<file path="src/rtl/jk_excite_counter.sv">
// rtl/jk_excite_counter.sv - modulo-N up/down counter producing JK excitation with feedback tracking
module jk_excite_counter #(
  parameter int WIDTH   = 4,
  parameter int MODULUS = 10
) (
  input  logic             clk,
  input  logic             reset,
  input  logic             en,
  input  logic             up,
  input  logic             load,
  input  logic [WIDTH-1:0] load_val,
  input  logic [WIDTH-1:0] q_fb,
  output logic [WIDTH-1:0] j_out,
  output logic [WIDTH-1:0] k_out,
  output logic [WIDTH-1:0] count,
  output logic             tc,
  output logic             wrap,
  output logic             track_err
);

  // Largest legal count; MODULUS == 2**WIDTH truncates to all-ones, giving natural binary wrap.
  localparam logic [WIDTH-1:0] LP_MAX  = WIDTH'(MODULUS - 1);
  localparam logic [WIDTH-1:0] LP_ZERO = '0;
  localparam logic [WIDTH-1:0] LP_ONE  = WIDTH'(1);

  logic [WIDTH-1:0] r_count;
  logic             r_wrap;
  logic             r_armed;
  logic             r_err;

  logic [WIDTH-1:0] w_next;
  logic [WIDTH-1:0] w_excite;
  logic             w_at_max;
  logic             w_at_zero;
  logic             w_tc;

  assign w_at_max  = (r_count == LP_MAX);
  assign w_at_zero = (r_count == LP_ZERO);

  // Next count: load (clamped) beats enable; direction picks the wrap boundary.
  always_comb begin
    w_next = r_count;
    if (load) begin
      w_next = (load_val > LP_MAX) ? LP_MAX : load_val;
    end else if (en && up) begin
      w_next = w_at_max ? LP_ZERO : (r_count + LP_ONE);
    end else if (en) begin
      w_next = w_at_zero ? LP_MAX : (r_count - LP_ONE);
    end
  end

  // Toggle exactly the bits that change; in reset, toggle the set bits so a bank at count lands on 0.
  always_comb begin
    w_excite = reset ? r_count : (r_count ^ w_next);
  end

  // Terminal count only when this edge will actually wrap.
  always_comb begin
    w_tc = 1'b0;
    if (!reset && !load && en) begin
      w_tc = up ? w_at_max : w_at_zero;
    end
  end

  // Counter state, wrap pulse and the sticky feedback checker.
  always_ff @(posedge clk) begin
    if (reset) begin
      r_count <= LP_ZERO;
      r_wrap  <= 1'b0;
      r_armed <= 1'b0;
      r_err   <= 1'b0;
    end else begin
      r_count <= w_next;
      r_wrap  <= w_tc;
      r_armed <= 1'b1;
      if (r_armed && (q_fb != r_count)) begin
        r_err <= 1'b1;
      end
    end
  end

  assign j_out     = w_excite;
  assign k_out     = w_excite;
  assign count     = r_count;
  assign tc        = w_tc;
  assign wrap      = r_wrap;
  assign track_err = r_err;

endmodule

</file>
<file path="config.mk">
export PLATFORM = sky130hd
export DESIGN_NAME = jk_excite_counter
export DESIGN_NICKNAME = d
export VERILOG_FILES = /design/src/rtl/jk_excite_counter.sv
export SDC_FILE = /design/constraint.sdc
export NUM_CORES = 1
export LEC_CHECK = 0
export ABC_AREA = 0
export CAP_MARGIN = 20
export CELL_PAD_IN_SITES_DETAIL_PLACEMENT = 0
export CELL_PAD_IN_SITES_GLOBAL_PLACEMENT = 1
export CORE_MARGIN = 1.5
export CORE_UTILIZATION = 34
export CTS_CLUSTER_SIZE = 40
export DETAILED_ROUTE_END_ITERATION = 7
export PLACE_DENSITY_LB_ADDON = 0.1
export SLEW_MARGIN = 20
export SYNTH_ARGS = -nofsm -noshare
export SYNTH_HDL_FRONTEND = slang
export SYNTH_SLANG_ARGS = --single-unit
</file>
<file path="constraint.sdc">
create_clock -name clk -period 6.1 [get_ports clk]
set_clock_uncertainty 0.1 [all_clocks]
set_input_delay 0.61 -clock clk [delete_from_list [all_inputs] [get_ports clk]]
set_output_delay 0.61 -clock clk [all_outputs]
set_load 0.05 [all_outputs]
</file>
# After elaboration in Yosys (flattened, before gate mapping)

Index checks and enable logic that the tools add are counted.

Output and inout bits: 15
Memories: 0
Register bits: 7
Logic and storage cells: 27
ROM bits: 0
Bits in latches: 0
RAM bits: 0

Shift-type cells: 0
$lt $le $gt $ge: 1
Multipliers: 0
Div/mod/pow operators: 0
Equal/unequal tests: 2
Bitwise logic cells: 1
Add/sub/neg operators: 2
Reduce and logical (&&, ||, !) cells: 7
Muxes and demuxes: 10

Operators by type and width:

| kind                                                 | count |
|---|---|
| two-way mux 4 bit                                    | 7 |
| adder 4 x 1 -> 4 bit, second input constant          | 1 |
| equality test 4 bit, second input constant           | 1 |
| greater-than comparator 4 bit, second input constant | 1 |
| logical AND 1 bit                                    | 4 |
| logical NOT 4 bit                                    | 1 |
| inequality test 4 bit                                | 1 |
| subtractor 4 x 1 -> 4 bit, second input constant     | 1 |
| XOR 4 bit                                            | 1 |
| two-way mux 1 bit                                    | 3 |
| logical NOT 1 bit                                    | 2 |

# Longest topological paths before layout

Gate-level depths: netlist (run 1).

Depth in word-level cells: 7
Gate-level depth with buffers: 8
Gate-level depth less buffers: 6

# Worst setup path after synthesis (run 1)

OpenSTA, ideal clock, no wires.

Kind: reg2out
Start: register r_count[0] (netlist: count[0])
End: output k_out[2]
Path buffers: 2
Path slack: 1836 ps
Stages on the path, launching flop included: 9
Arrival time: 3554 ps
Path through: dfxtp_1 buf_2 inv_1 ha_1 nand3b_1 a21oi_2 o21ai_1 nor4bb_1 buf_4

Longest elaborated chain between the ends: 7

RTL lines:

| what                                                           | line   | source |
|---|---|---|
| from (decl)                                                    | 26     | `logic [WIDTH-1:0] r_count;` |
| from (signal assigned)                                         | 73     | `r_count <= w_next;` |
| subtractor 4 x 1 -> 4 bit or logical NOT 4 bit (tied branches) | 48, 38 |  |
| two-way mux 4 bit                                              | 48     | `w_next = w_at_zero ? LP_MAX : (r_count - LP_ONE);` |
| two-way mux 4 bit                                              | 47     | `end else if (en) begin` |
| two-way mux 4 bit (*)                                          | 45     | `end else if (en && up) begin` |
| two-way mux 4 bit (*)                                          | 43     | `if (load) begin` |
| XOR 4 bit (*)                                                  | 54     | `w_excite = reset ? r_count : (r_count ^ w_next);` |
| two-way mux 4 bit (*)                                          | 54     |  |
| to (decl)                                                      | 14     | `output logic [WIDTH-1:0] k_out,` |

Mark *: on every way between the ends. The rest lies on a longest branch, timed or not.

# Worst setup path after layout (run 1)

Start: input reset
End: output j_out[2]

Longest elaborated chain between the ends: 1

RTL lines:

| what              | line | source |
|---|---|---|
| from (decl)       | 7    | `input logic reset,` |
| two-way mux 4 bit | 54   |  |
| to (decl)         | 13   | `output logic [WIDTH-1:0] j_out,` |

Every way passes these cells.

==> results of run 1 <==
cell usage in the layout (no fill, tap or decap), drive strengths merged, types with 5 or more instances in the layout:
master and n:
nor2 5, inv 10, clkdlybuf4s50 27, a21oi 9, dfxtp 7
metal layers:
layer	GRT usage [%]	up-vias
met1	24.5	405
met3	4.29	6
li1	-	440
met2	28.5	24
met5	0	-
met4	6.84	0
power breakdown:
part / switching (mW) / internal, mW
sequential: 0.00922 / 0.0490
clock: 0.0172 / 0.0250
combinational: 0.0663 / 0.0433
total: 0.0927 / 0.117
per-stage QoR:
stage | hold WS (ns) | setup WS, ns
after CTS | 0.380 | 2.26
final | 0.376 | 2.27
after detailed placement | 0.367 | 2.31
after global routing | 0.439 | 2.04
after global placement | 0.380 | 2.35
after floorplan | 0.333 | 1.84
final timing paths:
check / endpoint / startpoint
max: j_out[2] / reset
min: track_err / track_err
max reg2reg: count[1] / count[0]
min reg2reg: track_err / track_err
sequential cells by signal (all words and copies together), names as in the netlist:
| name | flops |
|---|---|
| count | 4 |
| r_armed | 1 |
| track_err | 1 |
| wrap | 1 |
area by class of cell:
type	count	area [um2]
sequential	7	140
tap	28	35.0
inverter	10	40.0
timing repair buffer	27	270
multi-input combinational	79	566
clock buffer	4	26.3
fill	262	1180
worst max-delay path, delay by kind of cell:
kind	cells	cell delay, ns
compound gates	1	0.27
buf+inv	3	1.67
simple gates	2	0.57
logic make-up after synthesis:
group / Yosys count / share of synthesized area, %
multiplexers: 2 / 2.55
XOR/XNOR: 4 / 4.20
AND/OR/NAND/NOR: 35 / 26.4
flip-flops: 7 / 16.8
buffers and inverters: 21 / 15.4
AO/OA/AOI/OAI: 35 / 30.1
adder cells (fa/ha/maj): 3 / 4.50
==> results.py, run 1 <==
metrics = {
    "outcome": {
        "outcome": "finished clean",
    },
    "drt": {
        "post_drt_wl_per_cell_um": 14.8,
        "routed_via_density": 5.65,
        "drt_wl_total_mm": 2.29,
        "drc": 0,
        "num_vias": 875,
        "wl_met1_mm": 1.10,
        "final_antenna_net_count": 0,
        "wl_met3_um": 87,
        "drtPass1Iterations": 4,
        "topRoutingLayerUsed": "met4",
        "drt_iter0_markers": 15,
        "wl_met2_mm": 1.05,
    },
    "placed_design": {
        "dp_hpwl_mm": 1.69,
        "dpl-instance-area_um2": 1050,
        "place_congestion": 0.759,
        "io_buffers": 27,
        "dp_cells": 151,
    },
    "worst_setup_path": {
        "regToRegSetupSlack_ns": 4.08,
        "endpoint_kind": "output port",
        "worst-endpoint-required_ns": 5.39,
        "crit_type": "primary input to output port",
        "slowest_delay_ns": 0.88,
        "ff2ff_path_depth": 6,
        "crit_path_frequent_cell": "clkdlybuf4s50_1",
        "critical-path-slowest-cell": "clkdlybuf4s50_1",
        "crit_fanout": 10,
        "cp.arrival_ns": 3.12,
        "path_cells": "clkdlybuf4s50_1 -> inv_4 -> and4_1 -> a211o_1 -> nor4bb_1 -> clkdlybuf4s50_1",
        "start_kind": "primary input",
    },
    "synth": {
        "synth_area_leaders": "dfxtp_1, buf_4, a21oi_1",
        "yosysTopAreaCell": "dfxtp_1",
        "syn_avg_cell_area_um2": 7.80,
        "synthCells": 107,
        "yosys-top-cells-count": "a21oi_1, inv_1, dfxtp_1",
        "yosysSeqAreaShare_pct": 16.8,
        "async_flop_share_pct": 0,
        "synth_edf_count": 0,
        "ys_types": 52,
        "netlist.area_leader.share_pct": 16.8,
        "ys_seq_elements": 7,
        "syn-cell-area_um2": 835,
        "ys.flop_type": "dfxtp_1",
        "synth_nets": 123,
        "yosys_warnings": 0,
    },
    "die": {
        "start_util_pct": 37.0,
        "fp.coreArea_um2": 2250,
        "io_pins": 28,
        "floorplan.rows": 17,
        "die_width_um": 52.5,
        "dieArea_um2": 2760,
        "die_y_um": 52.5,
    },
    "clocking": {
        "cts_resized": 0,
        "post-cts-setup-buffers": 0,
        "clk_pin_slew_worst_paths_ns": 0.05,
        "clk-insertion-delay-late_ns": 0.26,
        "numClockSinks": 7,
        "htreeDepth": 1,
        "cts_buffers": 3,
        "ctsHoldBuffers": 0,
        "cts.path.max_buffers": 2,
        "cts_root_buf": "clkbuf_4",
        "cts_tree": "done",
    },
    "pwr": {
        "finalPower_uw": 210,
        "powerDensity_nw_per_um2": 195,
        "power.leakage_nw": 0.387,
        "vdd_drop_max_mv": 0.115,
    },
    "cells_and_area": {
        "final_nets": 144,
        "num_antenna_cells": 0,
        "final_area_um2": 1080,
        "layout-drive-gt1-share_pct": 8.66,
        "area_growth_pct": 29.1,
        "final_cells": 155,
        "fin_util_pct": 47.8,
    },
    "sta": {
        "timing.final.crit_share_pct": 62.8,
        "fin_setup_tns_ns": 0,
        "finalMaxSlewViolations": 0,
        "fmax_ghz": 0.261,
        "timing.final.hold_violations": 0,
        "tightest_slew_ns": 0.601,
        "rsz0062_at_grt": "false",
        "slew_headroom_pct": 59.9,
        "finalSetupViolations": 0,
        "finalCriticalPeriod_ns": 3.83,
    },
    "grt": {
        "antenna_found_initial": 0,
        "grt_pass1_vias": 816,
        "gr-total-overflow": 0,
        "grt_pass1_wl_mm": 3.73,
        "grt_max_degree": 19,
        "grt_usage_pct": 18.4,
    },
    "min_path": {
        "hold_depth": 2,
        "min_path_type": "register to register",
    },
    "run": {
        "maxCapViolCount": 0,
    },
}
Power figures use the tool's default switching activity.
==> run 2: changes to the inputs <==
--- a/config.mk
+++ b/config.mk
@@ -10,7 +10,7 @@
 export CELL_PAD_IN_SITES_DETAIL_PLACEMENT = 0
 export CELL_PAD_IN_SITES_GLOBAL_PLACEMENT = 1
 export CORE_MARGIN = 1.5
-export CORE_UTILIZATION = 34
+export CORE_UTILIZATION = 32
 export CTS_CLUSTER_SIZE = 40
 export DETAILED_ROUTE_END_ITERATION = 7
 export PLACE_DENSITY_LB_ADDON = 0.1
==> constraint.sdc (replaced) <==
create_clock -name clk -period 3.7 [get_ports clk]
set_clock_uncertainty 0.1 [all_clocks]
set_input_delay 0.37 -clock clk [delete_from_list [all_inputs] [get_ports clk]]
set_output_delay 0.37 -clock clk [all_outputs]
set_load 0.05 [all_outputs]
==> results.py, run 2 (synthesized netlist as in run 1, its figures left out) <==
metrics = {
    "grt": {
        "grt_max_degree": 19,
        "gr-total-overflow": 0,
        "grt_pass1_wl_mm": 3.59,
        "grt_pass1_vias": 814,
        "grt_usage_pct": 17.0,
        "grtUsageMet3_pct": 5.28,
        "gr-usage-met2_pct": 29.1,
        "antenna_found_initial": 0,
        "grt-busiest-layer": "met2",
        "met1_usage_pct": 21.3,
    },
    "clocking": {
        "htreeDepth": 1,
        "cts_root_buf": "clkbuf_4",
        "cts_tree": "done",
        "clk_pin_slew_worst_paths_ns": 0.06,
        "post-cts-setup-buffers": 0,
        "clk-insertion-delay-late_ns": 0.26,
        "numClockSinks": 7,
        "cts.path.max_buffers": 2,
        "cts_resized": 0,
        "cts_buffers": 3,
        "ctsHoldBuffers": 0,
    },
    "worst_setup_path": {
        "crit_fanout": 8,
        "path_buf_inv": 2,
        "crit_type": "register to output port",
        "path_cells": "inv_1 -> ha_1 -> nor3b_1 -> o32ai_2 -> mux2i_1 -> o31ai_2 -> clkdlybuf4s50_1",
        "endpoint_kind": "output port",
        "regToRegSetupSlack_ns": 1.87,
        "ff2ff_path_depth": 6,
        "slowest_delay_ns": 0.84,
        "critical_path.top_delay_family": "buffers and inverters",
        "r2r_start": "count[0]",
        "critical-path-slowest-cell": "clkdlybuf4s50_1",
        "worstReg2RegEnd": "count[1]",
        "start_kind": "register",
        "cp.arrival_ns": 2.83,
        "worst-endpoint-required_ns": 3.23,
    },
    "cells_and_area": {
        "final_common_cell": "clkdlybuf4s50_1",
        "num_antenna_cells": 0,
        "final_nets": 148,
        "area_growth_pct": 34.3,
        "fillers": 277,
        "final_cell_mix": "clkdlybuf4s50_1, inv_1, a21oi_1, dfxtp_1, nor2_1",
        "largest_reg_flops": 4,
        "final_cells": 161,
        "layout-drive-gt1-share_pct": 13.0,
    },
    "run": {
        "maxCapViolCount": 0,
    },
    "die": {
        "die_y_um": 54.1,
        "dieArea_um2": 2920,
        "fp.coreArea_um2": 2480,
        "io_pins": 28,
        "start_util_pct": 33.7,
        "die_width_um": 54.1,
        "floorplan.rows": 18,
    },
    "drt": {
        "drtPass1Iterations": 4,
        "routed_via_density": 5.50,
        "post_drt_wl_per_cell_um": 13.9,
        "drt_iter0_markers": 19,
        "num_vias": 885,
        "drc": 0,
        "final_antenna_net_count": 0,
        "drt_wl_total_mm": 2.24,
    },
    "sta": {
        "finalCriticalPeriod_ns": 3.30,
        "timing.final.crit_share_pct": 89.1,
        "slew_headroom_pct": 59.3,
        "finalSetupViolations": 0,
        "worst_slack_ns": 0.403,
        "hold_ws_ns": 0.366,
        "finalMaxSlewViolations": 0,
        "fmax_ghz": 0.303,
        "timing.final.hold_violations": 0,
        "fin_setup_tns_ns": 0,
        "tightest_slew_ns": 0.610,
        "rsz0062_at_grt": "false",
    },
    "min_path": {
        "min_path_type": "register to register",
        "min_to": "track_err",
        "hold_depth": 2,
        "min_from": "r_armed",
    },
    "pwr": {
        "finalPower_uw": 355,
        "power.leakage_nw": 0.410,
        "vdd_drop_max_mv": 0.201,
        "powerDensity_nw_per_um2": 317,
    },
    "placed_design": {
        "place_congestion": 0.772,
        "post-place-ws_ns": 0.549,
        "io_buffers": 27,
        "dp_hpwl_mm": 1.72,
        "dp_cells": 157,
    },
    "outcome": {
        "outcome": "finished clean",
    },
}
run 2: power by group:
group	switching, mW	internal, mW	leakage [nW]
Sequential	0.0111	0.0806	0.0580
Clock	0.0325	0.0414	0.0150
Combinational	0.114	0.0758	0.337
Total	0.157	0.198	0.410
run 2: layer usage:
metal	up-vias	wire length, um
li1	446	-
met1	414	1050
met2	25	1070
met3	0	118
met4	0	0
met5	-	0
run 2: cell type report:
class	count	area, um2	share of cell area, %
tap	30	37.5	3.35
sequential	7	140	12.5
inverter	10	40.0	3.57
timing repair buffer	31	300	26.8
clock buffer	4	26.3	2.34
multi-input combinational	79	577	51.5
run 2: worst max-delay path by stage:
stage | slack [ns] | cells after the start | end | start
finish | 0.40 | 7 | k_out[1] | count[1]
global route | 0.20 | 7 | j_out[1] | count[1]
CTS | 0.39 | 7 | k_out[1] | count[1]
detailed placement | 0.55 | 6 | k_out[3] | up
global placement | 0.56 | 6 | j_out[3] | up
floorplan | 0.29 | 8 | k_out[2] | count[0]
run 2: tightest hold or removal path, cell delays in order, from the launching register on:
cell	delay [ns]
dfxtp_1	0.31
a21oi_1	0.05
nor2_1	0.07
run 2: metrics by stage:
step | utilization (%) | area (um2)
2_1_floorplan | - | 846
3_3_place_gp | 44.2 | 1090
3_5_place_dp | 44.2 | 1090
4_1_cts | 45.3 | 1120
5_1_grt | 45.3 | 1120
6_report | 45.3 | 1120
